$ cat src/rtl/dff_bank_pkg.sv
// Shared types and helpers for the register-bank write arbiter.
// The one-hot helper supports up to MAX_NREQ requesters.
package dff_bank_pkg;

  typedef enum logic {
    IDLE  = 1'b0,
    WRITE = 1'b1
  } state_t;

  localparam int DEF_NREQ     = 4;
  localparam int DEF_WIDTH    = 8;
  localparam int DEF_MAX_HOLD = 4;
  localparam int MAX_NREQ     = 8;

  function automatic logic [MAX_NREQ-1:0] onehot(input logic [2:0] idx);
    logic [MAX_NREQ-1:0] v;
    v      = '0;
    v[idx] = 1'b1;
    return v;
  endfunction

endpackage

$ cat src/rtl/dff_bank_arbiter_rr_pick.sv
// Combinational round-robin picker: the first candidate at or after ptr wins.
// The search wraps modulo NREQ.
module rr_pick
  import dff_bank_pkg::*;
#(
  parameter int NREQ = DEF_NREQ
) (
  input  logic [NREQ-1:0]         req,
  input  logic [$clog2(NREQ)-1:0] ptr,
  input  logic [NREQ-1:0]         excl,
  output logic                    valid,
  output logic [$clog2(NREQ)-1:0] idx
);

  localparam int IW = $clog2(NREQ);

  logic [NREQ-1:0] cand;

  assign cand = req & ~excl;

  // Walk from the far end so the last hit written is the one closest to ptr.
  always_comb begin : search
    logic [IW-1:0] k;
    valid = 1'b0;
    idx   = '0;
    k     = '0;
    for (int i = NREQ - 1; i >= 0; i--) begin
      k = IW'((int'(ptr) + i) % NREQ);
      if (cand[k]) begin
        valid = 1'b1;
        idx   = k;
      end
    end
  end

endmodule

$ cat src/rtl/dff_bank_arbiter.sv
// Round-robin write arbiter that owns the write port of a shared register bank.
// A locked burst is capped at MAX_HOLD beats so the other requesters are always served.
module dff_bank_arbiter
  import dff_bank_pkg::*;
#(
  parameter int NREQ     = DEF_NREQ,
  parameter int WIDTH    = DEF_WIDTH,
  parameter int MAX_HOLD = DEF_MAX_HOLD
) (
  input  logic                  clk,
  input  logic                  reset,
  input  logic [NREQ-1:0]       req,
  input  logic [NREQ-1:0]       lock,
  input  logic [NREQ*WIDTH-1:0] wdata,
  output logic [NREQ-1:0]       gnt,
  output logic [NREQ-1:0]       ack,
  output logic                  reg_en,
  output logic [WIDTH-1:0]      reg_d,
  output logic                  busy
);

  localparam int             IW         = $clog2(NREQ);
  localparam int             CW         = $clog2(MAX_HOLD + 1);
  localparam logic [CW-1:0]  HOLD_LIMIT = CW'(MAX_HOLD);
  localparam logic [IW-1:0]  LAST_IDX   = IW'(NREQ - 1);

  state_t          state_reg, state_next;
  logic [IW-1:0]   w_reg, w_next;
  logic [IW-1:0]   ptr_reg, ptr_next;
  logic [IW-1:0]   ptr_inc, pick_ptr, pick_idx;
  logic [CW-1:0]   beat_cnt_reg, beat_cnt_next;
  logic [NREQ-1:0] gnt_reg, gnt_next;
  logic [NREQ-1:0] w_onehot, pick_excl;
  logic [WIDTH-1:0] reg_d_reg, reg_d_next;
  logic            pick_valid;
  logic            continue_burst;
  logic [WIDTH-1:0] wdata_slice [NREQ];

  generate
    for (genvar gi = 0; gi < NREQ; gi++) begin : g_slice
      assign wdata_slice[gi] = wdata[gi*WIDTH +: WIDTH];
    end
  endgenerate

  // While writing, the current owner is excluded and the search starts just past it.
  assign ptr_inc   = (w_reg == LAST_IDX) ? '0 : w_reg + IW'(1);
  assign w_onehot  = NREQ'(onehot(3'(w_reg)));
  assign pick_ptr  = (state_reg == WRITE) ? ptr_inc : ptr_reg;
  assign pick_excl = (state_reg == WRITE) ? w_onehot : '0;

  rr_pick #(
    .NREQ(NREQ)
  ) u_pick (
    .req  (req),
    .ptr  (pick_ptr),
    .excl (pick_excl),
    .valid(pick_valid),
    .idx  (pick_idx)
  );

  assign continue_burst = (state_reg == WRITE) && lock[w_reg] && req[w_reg]
                          && (beat_cnt_reg < HOLD_LIMIT);

  always_ff @(posedge clk) begin
    if (reset) begin
      state_reg    <= IDLE;
      w_reg        <= '0;
      ptr_reg      <= '0;
      beat_cnt_reg <= '0;
      gnt_reg      <= '0;
      reg_d_reg    <= '0;
    end else begin
      state_reg    <= state_next;
      w_reg        <= w_next;
      ptr_reg      <= ptr_next;
      beat_cnt_reg <= beat_cnt_next;
      gnt_reg      <= gnt_next;
      reg_d_reg    <= reg_d_next;
    end
  end

  always_comb begin
    state_next    = state_reg;
    w_next        = w_reg;
    ptr_next      = ptr_reg;
    beat_cnt_next = beat_cnt_reg;
    case (state_reg)
      IDLE: begin
        if (pick_valid) begin
          state_next    = WRITE;
          w_next        = pick_idx;
          beat_cnt_next = CW'(1);
        end
      end
      WRITE: begin
        if (continue_burst) begin
          beat_cnt_next = beat_cnt_reg + CW'(1);
        end else begin
          // Release, whether voluntary or forced by the hold limit.
          ptr_next = ptr_inc;
          if (pick_valid) begin
            w_next        = pick_idx;
            beat_cnt_next = CW'(1);
          end else begin
            state_next    = IDLE;
            beat_cnt_next = '0;
          end
        end
      end
      default: begin
        state_next    = IDLE;
        beat_cnt_next = '0;
      end
    endcase
  end

  always_comb begin
    gnt_next   = '0;
    reg_d_next = '0;
    if (state_next == WRITE) begin
      gnt_next   = NREQ'(onehot(3'(w_next)));
      reg_d_next = wdata_slice[w_next];
    end
  end

  assign gnt    = gnt_reg;
  assign ack    = gnt_reg;
  assign reg_en = |gnt_reg;
  assign reg_d  = reg_d_reg;
  assign busy   = (state_reg == WRITE);

endmodule

$ cat config.mk
export PLATFORM = sky130hd
export DESIGN_NAME = dff_bank_arbiter
export DESIGN_NICKNAME = d
export VERILOG_FILES = /design/src/rtl/dff_bank_pkg.sv /design/src/rtl/dff_bank_arbiter_rr_pick.sv /design/src/rtl/dff_bank_arbiter.sv
export SDC_FILE = /design/constraint.sdc
export NUM_CORES = 1
export LEC_CHECK = 0
export ABC_AREA = 0
export CELL_PAD_IN_SITES_DETAIL_PLACEMENT = 0
export CELL_PAD_IN_SITES_GLOBAL_PLACEMENT = 1
export CORE_MARGIN = 3
export CORE_UTILIZATION = 37
export DETAILED_ROUTE_END_ITERATION = 10
export PLACE_DENSITY = 0.91
export SETUP_SLACK_MARGIN = 0.1
export SYNTH_ARGS = -nofsm -noshare
export SYNTH_HDL_FRONTEND = slang
export SYNTH_HIERARCHICAL = 1
export SYNTH_SLANG_ARGS = --single-unit
$ cat constraint.sdc
create_clock -name clk -period 10.1 [get_ports clk]
set_input_delay 2.02 -clock clk [delete_from_list [all_inputs] [get_ports clk]]
set_output_delay 2.02 -clock clk [all_outputs]
set_load 0.01 [all_outputs]
# --- Word level (Yosys, flattened, before mapping) ---
# Index checks and enable logic that the tools add are counted.
classes:
  n_bitwise: 6
  magnitude_cmp: 11
  reduce_logical: 8
  addsub: 5
  mux: 40
  eq_ne: 2
op_table:
  columns: ["op", "count"]
  rows:
  - ["binary-select mux 8 bit (select 2 bit)", 1]
  - ["two-way mux 2 bit", 8]
  - ["two-way mux 8 bit", 2]
  - ["less-than comparator 2 x 3 -> 1 bit, second input constant", 5]
  - ["two-way mux 1 bit", 15]
  - ["binary-select mux 1 bit (select 2 bit)", 6]
  - ["less-than comparator 2 x 4 -> 1 bit, second input constant", 2]
  - ["two-way mux 3 bit", 2]
  - ["one-hot mux 3 bit (2 select lines)", 1]
  - ["logical AND 1 bit", 5]
  - ["adder 2 x 1 -> 2 bit, second input constant", 2]
  - ["adder 2 bit, second input constant", 2]
  - ["AND 4 bit", 1]
  - ["demux 1 bit (select 2 bit)", 2]
  - [">= comparator 2 x 1 -> 1 bit, second input constant", 2]
  - ["two-way mux 4 bit", 1]
  - ["inverter 4 bit", 1]
  - ["one-hot mux 2 bit (2 select lines)", 1]
  - ["OR reduction 4 bit", 1]
  - ["adder 3 x 1 -> 3 bit, second input constant", 1]
  - [">= comparator 3 bit, second input constant", 1]
  - ["less-than comparator 3 bit, second input constant", 1]
  - ["inverter 1 bit", 3]
  - ["inverter 2 -> 3 bit", 1]
  - ["other kinds (5)", 5]
totals:
  inputBits: 42
  reg_bits: 20

# --- Longest topological paths before layout ---
# Gate-level depths: netlist of the first run.
logic_depth:
  depth_word: 20
  mapped_depth: 15
  mapped_depth_nobuf: 11

# --- Hierarchy ---
# The synthesis of the first run kept the hierarchy.
by_module_without_submodules:
  columns: ["module", "n_inst", "cells_each", "area_per_inst_um2"]
  rows:
  - ["dff_bank_arbiter", 1, 192, 1729.2]
  - ["rr_pick", 1, 15, 117.6]

# --- Worst setup path after synthesis of the first run ---
# Ideal clock, no wire load.
synth_timing:
  path_kind: "input port to flip-flop"
  from: "in req[0]"
  to: "reg reg_d_reg[0], in the netlist reg_d[0]"
  path_slack_ns: 6.207
  required_time_ns: 9.966
  arrival_ns: 3.759
  setup_time_ns: 0.134
  stages: 10
  path_cell_list: "and3b_1 o21a_1 nor4_1 buf_2 buf_2 mux2_2 nand2_1 o22ai_1 a221oi_2 o22ai_1"
synth_between:
  elab_chain_len: 14
  elab_cells_between_ends: 33
  classes_between: "27 x mux; 3 x bitwise; 3 x reduce/logical"
synth_lines:
  columns: ["item", "line_no", "source"]
  rows:
  - ["start, declared", "dff_bank_arbiter.sv:12", "input logic [NREQ-1:0] req,"]
  - ["AND 4 bit *", "dff_bank_arbiter_rr_pick.sv:19", "assign cand = req & ~excl;"]
  - ["binary-select mux 1 bit (select 2 bit)", "dff_bank_arbiter_rr_pick.sv:29", "if (cand[k]) begin"]
  - ["two-way mux 1 bit (not written as such)", "dff_bank_arbiter_rr_pick.sv:29", null]
  - ["two-way mux 2 bit (3 in series)", "dff_bank_arbiter_rr_pick.sv:29", null]
  - ["two-way mux 2 bit *", "dff_bank_arbiter_rr_pick.sv:29", null]
  - ["net pick_idx[0]", "dff_bank_arbiter.sv:30", "logic [IW-1:0] ptr_inc, pick_ptr, pick_idx;"]
  - ["two-way mux 2 bit *", "dff_bank_arbiter.sv:89, dff_bank_arbiter.sv:101", null]
  - ["two-way mux 2 bit", "dff_bank_arbiter.sv:96", "if (continue_burst) begin"]
  - ["one-hot mux 2 bit (2 select lines) *", "dff_bank_arbiter.sv:87", "case (state_reg)"]
  - ["inverter 2 -> 3 bit (not written as such) *", "dff_bank_arbiter.sv:122", "reg_d_next = wdata_slice[w_next];"]
  - ["binary-select mux 8 bit (select 2 bit) *", "dff_bank_arbiter.sv:122", null]
  - ["two-way mux 8 bit (not written as such) * (2 in series)", "dff_bank_arbiter.sv:122", null]
  - ["end signal, assigned", "dff_bank_arbiter.sv:78", "reg_d_reg <= reg_d_next;"]
  - ["end, declared", "dff_bank_arbiter.sv:34", "logic [WIDTH-1:0] reg_d_reg, reg_d_next;"]
# Mark *: on every way through the listed nets, which the timed path passes. The rest lies on a longest branch. The select of a mux whose other input is x is not followed.
# A chain may end at the register's enable or synchronous reset.

# --- Worst setup path in the final report of the first run ---
layout_timing:
  from: "in req[1]"
  to: "reg reg_d_reg[2], in the netlist reg_d[2]"
# The elaborated chain is that of the path after synthesis.

==> impl_results.md, run 1 <==
* Dpl cell area at 0.00243 mm2
* Row cnt at 25
* Die Wd at between 70 and 80 um
* Number of global-route vias before repair at between 1500 and 2000
* Slew @ Worst Pin at 697 ps
* Main combinational cell family by area after synthesis: compound AO/OA/AOI/OAI gates
* Chip height at approximately 77 um
* Mux contribution to synthesized area at 21.9%
* Top_reg_cell synth: dfxtp_1
* Clk Latency, worst-skew pair at around 250 ps
* Via count of the routed design at approximately 1700
* Cell area after layout at about 0.0025 mm2
* Initial Util at about two fifths
* Crit path DAT at roughly 4500 ps
* Final Hold Viols at 0
* Max-slew violations at 0
* HP Class: flop to flop
* CP Data Required Time at 10280 ps
* Residual DRC at 0
* Final core occ at 51.6%
* XOR/XNOR Fraction of Synth Area at 0%
* Gpl congestion at 0.797
* Post-synthesis to final-layout area growth at 33.7%
* H-tree depth at 1
* Root Buffer Master: clkbuf_8
* Worst Setup End Kind: flop
* Port bufs at between 50 and 60
* Die area at 0.00588 mm2
* Final Setup Violations at 0
* Post-Route WL at 4.70 mm
* Max reg flops at 8
* PwrDens at ~180 mW/mm2
* Cts hold-fix bufs at 0
* Pin count of the biggest net entering global routing at 41
* Max-cap violation count at 0
* Setup Buffers After CTS at 0
* Synthesized-area fraction occupied by adder cells at 3.39%
* Post-DP HPWL at 3.35 mm
* Most frequent cells in the layout: clkdlybuf4s50_1 (59), o22ai_1 (24), nand2_1 (20), dfxtp_1 (20), mux2i_1 (19)
* Setup TNS at 0 ps
* Yosys warning count at 6
* Fin Clk Skew at 2.78 ps
* Clock sink total at 20
* Non-filler cells, final at around 320
* Worst slack at placement at 5540 ps
* Nets at 301
* Clock Tree Buf Depth at 2
* Ant. Diodes at 0
* Most common cell after layout, fill and taps aside: clkdlybuf4s50_1
* DRT Pass-1 Iters at 4
* Num ports at 60
* Post-Synth Simple-Gate Area at 14.5%
* Drt wl/cell at 14.7 um
* Total chip power at 0.445 mW
* CTS buffer count at 3
* Relative slew margins at 52.6%
* Number of synthesized flops with an enable pin at 0
* Status: finished, final reports clean
* Placeable Area at 0.00479 mm2
* CP Max Fanout at 19
* Crit path launch type: input port
* Inst Count DP at between 300 and 400
* Initial antenna violation count at 0
* Post-synth ARST share at 0%
* DRT iter0 DRCs at 121
* First-pass GRT wire length at 7.84 mm
* Kind of critical path: input port to flop
* Cells after Synth at 207
* Remaining Overflow, GRT at 0
* Final worst slack at about 5800 ps
* Layout cells sized above 1 at 17.1%
* Leak at 0.916 nW
* Max frequency at 0.233 GHz
* GRT Util Overall at 15.8%
* Antenna Nets Post-Route at 0
* Peak supply drop at 0.0873 mV
* Synth Area in Compound Gates at 30.1%
* Setup repair after global routing missed its margin: false
* Synthesized cell area at approximately 0.0018 mm2
* Mapped Avg Cell Area at 8.92 um2
* Fin Hold WS at about 460 ps
* # resized after CTS at 0
* Yosys reg bits at 20
* Syn nets at 254
* CTS clk-pin slew, worst paths at 80 ps
* CTS tree: yes
* Fin crit period at 4290 ps
* Period utilisation layout at 42.5%
* Register area share after synthesis at approximately 22%
* Distinct cell type count after synthesis at 45
* Via density at approximately 5.5
-- path summary, 6_finish.rpt --
path                            cells after the start          to  slack [ps]        from
worst max-delay path                                9    reg_d[2]        5810      req[1]
worst min-delay path                                2  ptr_reg[0]         460  ptr_reg[0]
worst max register to register                     11    reg_d[2]        6700    w_reg[1]
worst min register to register                      2  ptr_reg[0]         460  ptr_reg[0]
-- logic make-up (layout without fill, tap and decap cells) --
kind of cell | count (synthesis) | after routing
adders and majority gates | 5 | 5
AOI/OAI and AO/OA | 65 | 65
DFF | 20 | 20
and+or+nand+nor | 54 | 54
buffers and inverters | 26 | 71
muxes | 37 | 37
-- synth_stat cells (2+ instances only) --
library cell | instances | area [um2]
and2_1 | 6 | 37.5
buf_2 | 5 | 25.0
a221oi_1 | 6 | 52.6
clkbuf_1 | 7 | 26.3
nor4_1 | 2 | 12.5
inv_1 | 4 | 15.0
buf_6 | 2 | 22.5
nor3b_1 | 2 | 15.0
mux2i_1 | 19 | 190
nand2_1 | 20 | 75.1
ha_1 | 5 | 62.6
a22oi_1 | 3 | 22.5
buf_4 | 5 | 37.5
a221oi_2 | 10 | 150
or3_1 | 2 | 12.5
nand2b_1 | 3 | 18.8
o21a_1 | 2 | 15.0
o21ai_0 | 4 | 20.0
o22ai_1 | 24 | 150
dfxtp_1 | 20 | 400
mux2_2 | 17 | 191
a21oi_1 | 3 | 15.0
nor2_1 | 14 | 52.6
-- area by class of cell --
cell class                      count  area (um2)
Timing Repair Buffer               63         621
Inverter                            5        21.3
Tap cell                           67        83.8
Fill cell                         461        2320
Clock buffer                        3        41.3
Multi-Input combinational cell    161        1300
Sequential cell                    20         400
-- where the power goes --
part | internal [mW] | switching (mW) | leakage, nW
sequential | 0.0998 | 0.0126 | 0.165
clock | 0.0265 | 0.0260 | 0.0216
combinational | 0.145 | 0.136 | 0.729
total | 0.271 | 0.174 | 0.916
-- routing by layer --
metal,up-vias,track usage [%],share of wire (%)
li1,888,-,-
met1,809,21.5,49
met2,47,25.7,46
met3,2,2.93,4.4
met4,0,4.35,0.77
met5,-,0,0
-- critical path: stages --
cell	delay, ps
clkdlybuf4s50_1	480
nand2b_1	130
o21a_1	220
nor4_2	260
buf_4	300
nand2_1	130
mux2i_4	560
a221oi_1	180
o22ai_1	180
Power figures use the tool's default switching activity.
==> run 2, diff against run 1 <==
CORE_UTILIZATION = 34   (was 37)
PLACE_DENSITY = 0.85   (was 0.91)
clock period = 4.35 ns   (was 10.1 ns; I/O delays follow)
==> run 2 against run 1 <==
Critical path depth rose by 2. Clock power rose to 2.8 times the previous value. Clock skew rose by 1.0 ps. Non-clock buffer count did not move. Via count rose by 1.9%. Critical path type is now flop to flop. Critical endpoint is now reg_d[5].
==> impl_results.md, run 2 (synthesis results as in run 1) <==
* Most frequent cells in the layout: clkdlybuf4s50_1 (59), o22ai_1 (24), nand2_1 (20), dfxtp_1 (20), mux2i_1 (19)
* Status: finished, final reports clean
* Chip height at 79.7 um (+4.0%)
* Clk Latency, worst-skew pair at 260 ps (about the same)
* Total chip power at 1.06 mW (+140%)
* Die Wd at 79.7 um (+4.0%)
* Relative slew margins at 52.5% (about the same)
* Nets at 301 (unchanged)
* Cell area after layout at 0.00249 mm2 (+0.71%)
* Clock Tree Buf Depth at 2 (unchanged)
* Post-DP HPWL at 3.39 mm (+1.4%)
* Filler cells at 498 (+8.0%)
* Most common cell after layout, fill and taps aside: clkdlybuf4s50_1
* Antenna Nets Post-Route at 0 (unchanged)
* CP Max Fanout at 19 (unchanged)
* PwrDens at 425 mW/mm2 (+140%)
* Worst reg-to-reg setup slack at 950 ps (-5750 ps)
* Clock sink total at 20 (unchanged)
* Initial Util at 35.7% (-2.9 points)
* Ant. Diodes at 0 (unchanged)
* Fin Clk Skew at 3.80 ps (+1.02 ps)
* Final Hold Viols at 0 (unchanged)
* CP Data Required Time at 4530 ps (-5750 ps)
* Post-synthesis to final-layout area growth at 34.7%
* Gpl congestion at 0.815 (+2.2%)
* CTS buffer count at 3 (unchanged)
* H-tree depth at 1 (unchanged)
* Setup Buffers After CTS at 0 (unchanged)
* Placeable Area at 0.00517 mm2 (+8.1%)
* Dpl cell area at 0.00243 mm2 (+0.15%)
* DRT iter0 DRCs at 96 (-21%)
* CP top delay family: multiplexers
* Peak supply drop at 0.186 mV (+110%)
* CP startpoint: w_reg[1]
* Slew @ Worst Pin at 697 ps (+0.497 ps)
* Pin count of the biggest net entering global routing at 41 (unchanged)
* Worst hold start: ptr_reg[0]
* Crit path cell chain: inv_4 > ha_1 > mux2_2 > and3b_1 > o21a_1 > nor4_2 > buf_4 > nand2_1 > mux2i_4 > a221oi_1 > o22ai_1
* Slowest-stage cell, CP: dfxtp_1
* Via count of the routed design at 1779 (+1.9%)
* GRT Util Overall at 15.5% (-0.32 points)
* Crit path DAT at 3580 ps (-890 ps)
* CTS tree: yes
* Num ports at 60 (unchanged)
* Drt wl/cell at 14.9 um (+1.2%)
* Post-Route WL at 4.81 mm (+2.4%)
* CTS clk-pin slew, worst paths at 80 ps (about the same)
* Layout cells sized above 1 at 17.4% (+0.33 points)
* Period utilisation layout at 78.1%
* Crit path launch type: flop
* Row cnt at 26 (+4.0%)
* Remaining Overflow, GRT at 0 (unchanged)
* Worst Setup End Kind: flop
* Max-cap violation count at 0 (unchanged)
* Cts hold-fix bufs at 0 (unchanged)
* Setup repair after global routing missed its margin: false
* DRT Pass-1 Iters at 4 (unchanged)
* First-pass GRT wire length at 7.95 mm (+1.4%)
* Leak at 0.923 nW (+0.78%)
* Max reg flops at 8 (unchanged)
* Via density at 5.51 (+0.63%)
* Largest stage delay, worst path at 620 ps (+60 ps)
* Max frequency at approximately 0.29 GHz
* Number of global-route vias before repair at 1723 (+5.4%)
* Initial antenna violation count at 0 (unchanged)
* HP Class: flop to flop
* Die area at 0.00635 mm2 (+8.1%)
* WP buf/inv at 2 (unchanged)
* FF-to-FF Start: w_reg[1]
* Fin crit period at 3400 ps
* # resized after CTS at 0 (unchanged)
* Residual DRC at 0 (unchanged)
* Kind of critical path: flop to flop
* Setup TNS at 0 ps (unchanged)
* Root Buffer Master: clkbuf_8
* Port bufs at 59 (unchanged)
* Max-slew violations at 0 (unchanged)
* Final Setup Violations at 0 (unchanged)
-- run 2: path summary, 6_finish.rpt --
check / end / depth (start not counted)
setup reg to reg: reg_d[5] / 11
hold reg to reg: ptr_reg[0] / 2
setup / recovery: reg_d[5] / 11
hold / removal: ptr_reg[0] / 2
-- run 2: final cells by class --
cell class	count	area, um2	share of cell area (%)
Multi-Input combinational cell	161	1300	52.4
Timing Repair Buffer	63	621	24.9
Sequential cell	20	400	16.1
Tap cell	70	87.6	3.52
Clock buffer	4	55.1	2.21
Inverter	5	21.3	0.855
-- run 2: where the power goes --
| group | switching [mW] | total [mW] | internal, mW | leakage, nW |
|---|---|---|---|---|
| sequential | 0.0296 | 0.261 | 0.232 | 0.165 |
| combinational | 0.314 | 0.650 | 0.336 | 0.729 |
| clock | 0.0651 | 0.146 | 0.0806 | 0.0288 |
-- run 2: through the flow --
| stage | instances | hold slack [ps] | util [%] | setup slack (ps) |
|---|---|---|---|---|
| finish | 323 | 457 | 48.1 | 954 |
| floorplan | 207 | 432 | - | 817 |
| global placement | 319 | 441 | 47.0 | 976 |
| detailed placement | 319 | 447 | 47.0 | 925 |
| CTS | 323 | 458 | 48.1 | 968 |
| global route | 323 | 485 | 48.1 | 704 |
-- run 2: worst register-to-register path, cell delays in order, from the launching register on --
cell      delay [ps]
dfxtp_1          620
inv_4             70
ha_1             300
mux2_2           310
and3b_1          200
o21a_1           180
nor4_2           260
buf_4            310
nand2_1          130
mux2i_4          570
a221oi_1         170
o22ai_1          190
-- run 2: per-layer routing --
metal  global-route usage (%)  vias up  share of wire [%]
met1                     20.7      839                 48
li1                         -      888                  -
met3                     2.26        4                4.7
met5                        0        -                  0
met2                     25.4       48                 46
met4                     5.33        0                1.0
==> run 3, diff against run 2 <==
clock period = 3.5 ns   (was 4.35 ns; I/O delays follow)
==> run 3 against run 2 <==
Count of clock-buffer cells in the layout decreased by 1. Core utilization increased by 0.99 points. First-iteration DRC count decreased by 19%. Clock skew decreased by 3.0 ps. Critical path type unchanged.
==> impl_results.md, run 3 (synthesis results as in run 1) <==
* Most frequent cells in the layout: clkdlybuf4s50_1 (59), o22ai_1 (24), nand2_1 (20), dfxtp_1 (20), mux2i_1 (19)
* Worst Setup End Kind: flop
* Setup repair after global routing missed its margin: false
* HP Class: flop to flop
* # resized after CTS at 0 (unchanged)
* Final Setup Violations at 0 (unchanged)
* Largest stage delay, worst path at 370 ps (-250 ps)
* R2R cell count at 12 (+1)
* First-pass GRT wire length at 8.22 mm (+3.5%)
* Status: finished, final reports clean
* Area of the multi-input gates at 0.00130 mm2 (unchanged)
* Post-Route WL at 4.98 mm (+3.5%)
* Die Wd at 79.7 um (unchanged)
* WP buf/inv at 2 (unchanged)
* Gpl congestion at 0.774 (-4.9%)
* Chip height at 79.7 um (unchanged)
* Filler cells at 504 (+1.2%)
* Worst reg-to-reg setup slack at 460 ps (-490 ps)
* FF-to-FF Start: w_reg[0]
* Drt wl/cell at 15.3 um (+2.5%)
* Die area at 0.00635 mm2 (unchanged)
* Max frequency at 0.329 GHz (+12%)
* Int Pwr at 0.877 mW (+35%)
* H-tree depth at 1 (unchanged)
* Max-cap violation count at 0 (unchanged)
* Crit path launch type: flop
* CTS buffer count at 3 (unchanged)
* Peak supply drop at 0.242 mV (+31%)
* Final Hold Viols at 0 (unchanged)
* Clk Latency, worst-skew pair at 260 ps (about the same)
* CP top delay family: multiplexers
* Setup TNS at 0 ps (unchanged)
* Reg area at 400 um2 (unchanged)
* Max-slew violations at 0 (unchanged)
* Via count of the routed design at 1770 (-0.51%)
* PwrDens at 551 mW/mm2 (+30%)
* Kind of critical path: flop to flop
* Period utilisation layout at 86.8% (+8.7 points)
* Ant. Diodes at 0 (unchanged)
* Via density at 5.43 (-1.4%)
* CTS tree: yes
* Worst hold stages at 2 (unchanged)
* Sw frac at 37.3% (-1.3 points)
* CP Max Fanout at 19 (unchanged)
* Clock Tree Buf Depth at 2 (unchanged)
* Worst hold start: ptr_reg[0]
* Pin count of the biggest net entering global routing at 29 (-29%)
* Clock sink total at 20 (unchanged)
* Number of global-route vias before repair at 1645 (-4.5%)
* Relative slew margins at 60.2% (+7.7 points)
* CP startpoint: w_reg[0]
* Fin crit period at 3040 ps (-358 ps)
* Nets at 304 (+1.0%)
* Clock share of power at 17.0% (+3.2 points)
* Initial Util at 35.7% (unchanged)
* Root Buffer Master: clkbuf_8
* Slew @ Worst Pin at 582 ps (-116 ps)
* Placeable Area at 0.00517 mm2 (unchanged)
* Final core occ at 49.1% (+0.99 points)
* Row cnt at 26 (unchanged)
* Cell area after layout at 0.00254 mm2 (+2.1%)
* WHS Endpoint: ptr_reg[0]
* DRT iter0 DRCs at 78 (-19%)
* Logic pwr share at 60.4% (-1.1 points)
* Cts hold-fix bufs at 0 (unchanged)
* Worst slack at placement at 347 ps (-578 ps)
* GRT Util Overall at 16.2% (+0.70 points)
* Port bufs at 59 (unchanged)
* Initial antenna violation count at 0 (unchanged)
* Post-synthesis to final-layout area growth at 37.5%
* Most common cell after layout, fill and taps aside: clkdlybuf4s50_1
* Max reg flops at 8 (unchanged)
* Num ports at 60 (unchanged)
* Sequential group share of total power at 22.6% (-2.1 points)
* Antenna Nets Post-Route at 0 (unchanged)
* Switching power at 0.522 mW (+28%)
* Slowest-stage cell, CP: nor4_2
* CP Data Required Time at 3630 ps (-900 ps)
* Crit path cell chain: inv_1 > ha_1 > mux2_2 > and3b_1 > o21a_1 > nor4_2 > buf_12 > mux2_2 > nand2_1 > o22ai_1 > a221oi_1 > o22ai_1
* Crit path DAT at 3170 ps (-410 ps)
* Remaining Overflow, GRT at 0 (unchanged)
* Layout cells sized above 1 at 18.4% (+0.97 points)
* Final worst slack at 462 ps (-492 ps)
* Setup Buffers After CTS at 0 (unchanged)
* Post-DP HPWL at 3.61 mm (+6.4%)
* Fin Clk Skew at 0.847 ps (-2.95 ps)
* Dpl cell area at 0.00247 mm2 (+1.4%)
* Leak at 0.949 nW (+2.8%)
* CTS clk-pin slew, worst paths at 80 ps (about the same)
* Reg2Reg Capture Point: reg_d[2]
* DRT Pass-1 Iters at 4 (unchanged)
* Residual DRC at 0 (unchanged)
-- run 3: cell count changes in the layout (fill, tap and decap cells not counted), sizes merged --
cell	change
clkbuf	-1
buf	+3
bufinv	+1
-- run 3: worst register-to-register path, stage by stage, from the launching register on --
cell      delay (ps)
dfxtp_1          340
inv_1             80
ha_1             320
mux2_2           320
and3b_1          210
o21a_1           180
nor4_2           370
buf_12           210
mux2_2           350
nand2_1           70
o22ai_1           70
a221oi_1         280
o22ai_1          120
-- run 3: worst max-delay path by stage --
stage	end	slack, ps	cells after the start
after floorplan	reg_d[0]	170	15
after global placement	reg_d[2]	370	9
after detailed placement	reg_d[2]	350	9
after CTS	reg_d[2]	450	11
after global routing	reg_d[2]	280	11
final	reg_d[2]	460	12
-- run 3: final cells by class --
class | instances | area share, %
Tap cell | 70 | 3.45
Sequential cell | 20 | 15.8
Timing Repair Buffer | 66 | 25.8
Clock buffer | 3 | 1.63
Multi-Input combinational cell | 161 | 51.3
Inverter | 5 | 0.838
Clock inverter | 1 | 1.18
-- run 3: metal layers --
layer / part of all wire (%) / GRT usage [%] / up-vias
met1: 49 / 23.4 / 836
li1: - / - / 890
met2: 46 / 24.6 / 40
met4: 1.3 / 5.15 / 0
met3: 3.5 / 2.14 / 4
met5: 0 / 0 / -
-- run 3: stage by stage --
stage               hold WS [ps]  instances  power (mW)
floorplan                    432        207       0.905
global placement             446        322        1.16
detailed placement           448        322        1.16
CTS                          461        326        1.41
global route                 483        326        1.49
finish                       460        326        1.40
-- run 3: power by group through the flow --
stage | logic, mW | clock network, mW | registers (mW)
after global placement | 0.832 | 0 | 0.324
final | 0.845 | 0.238 | 0.316
after floorplan | 0.565 | 0 | 0.340
after CTS | 0.846 | 0.244 | 0.318
after detailed placement | 0.842 | 0 | 0.322
after global routing | 0.915 | 0.249 | 0.325
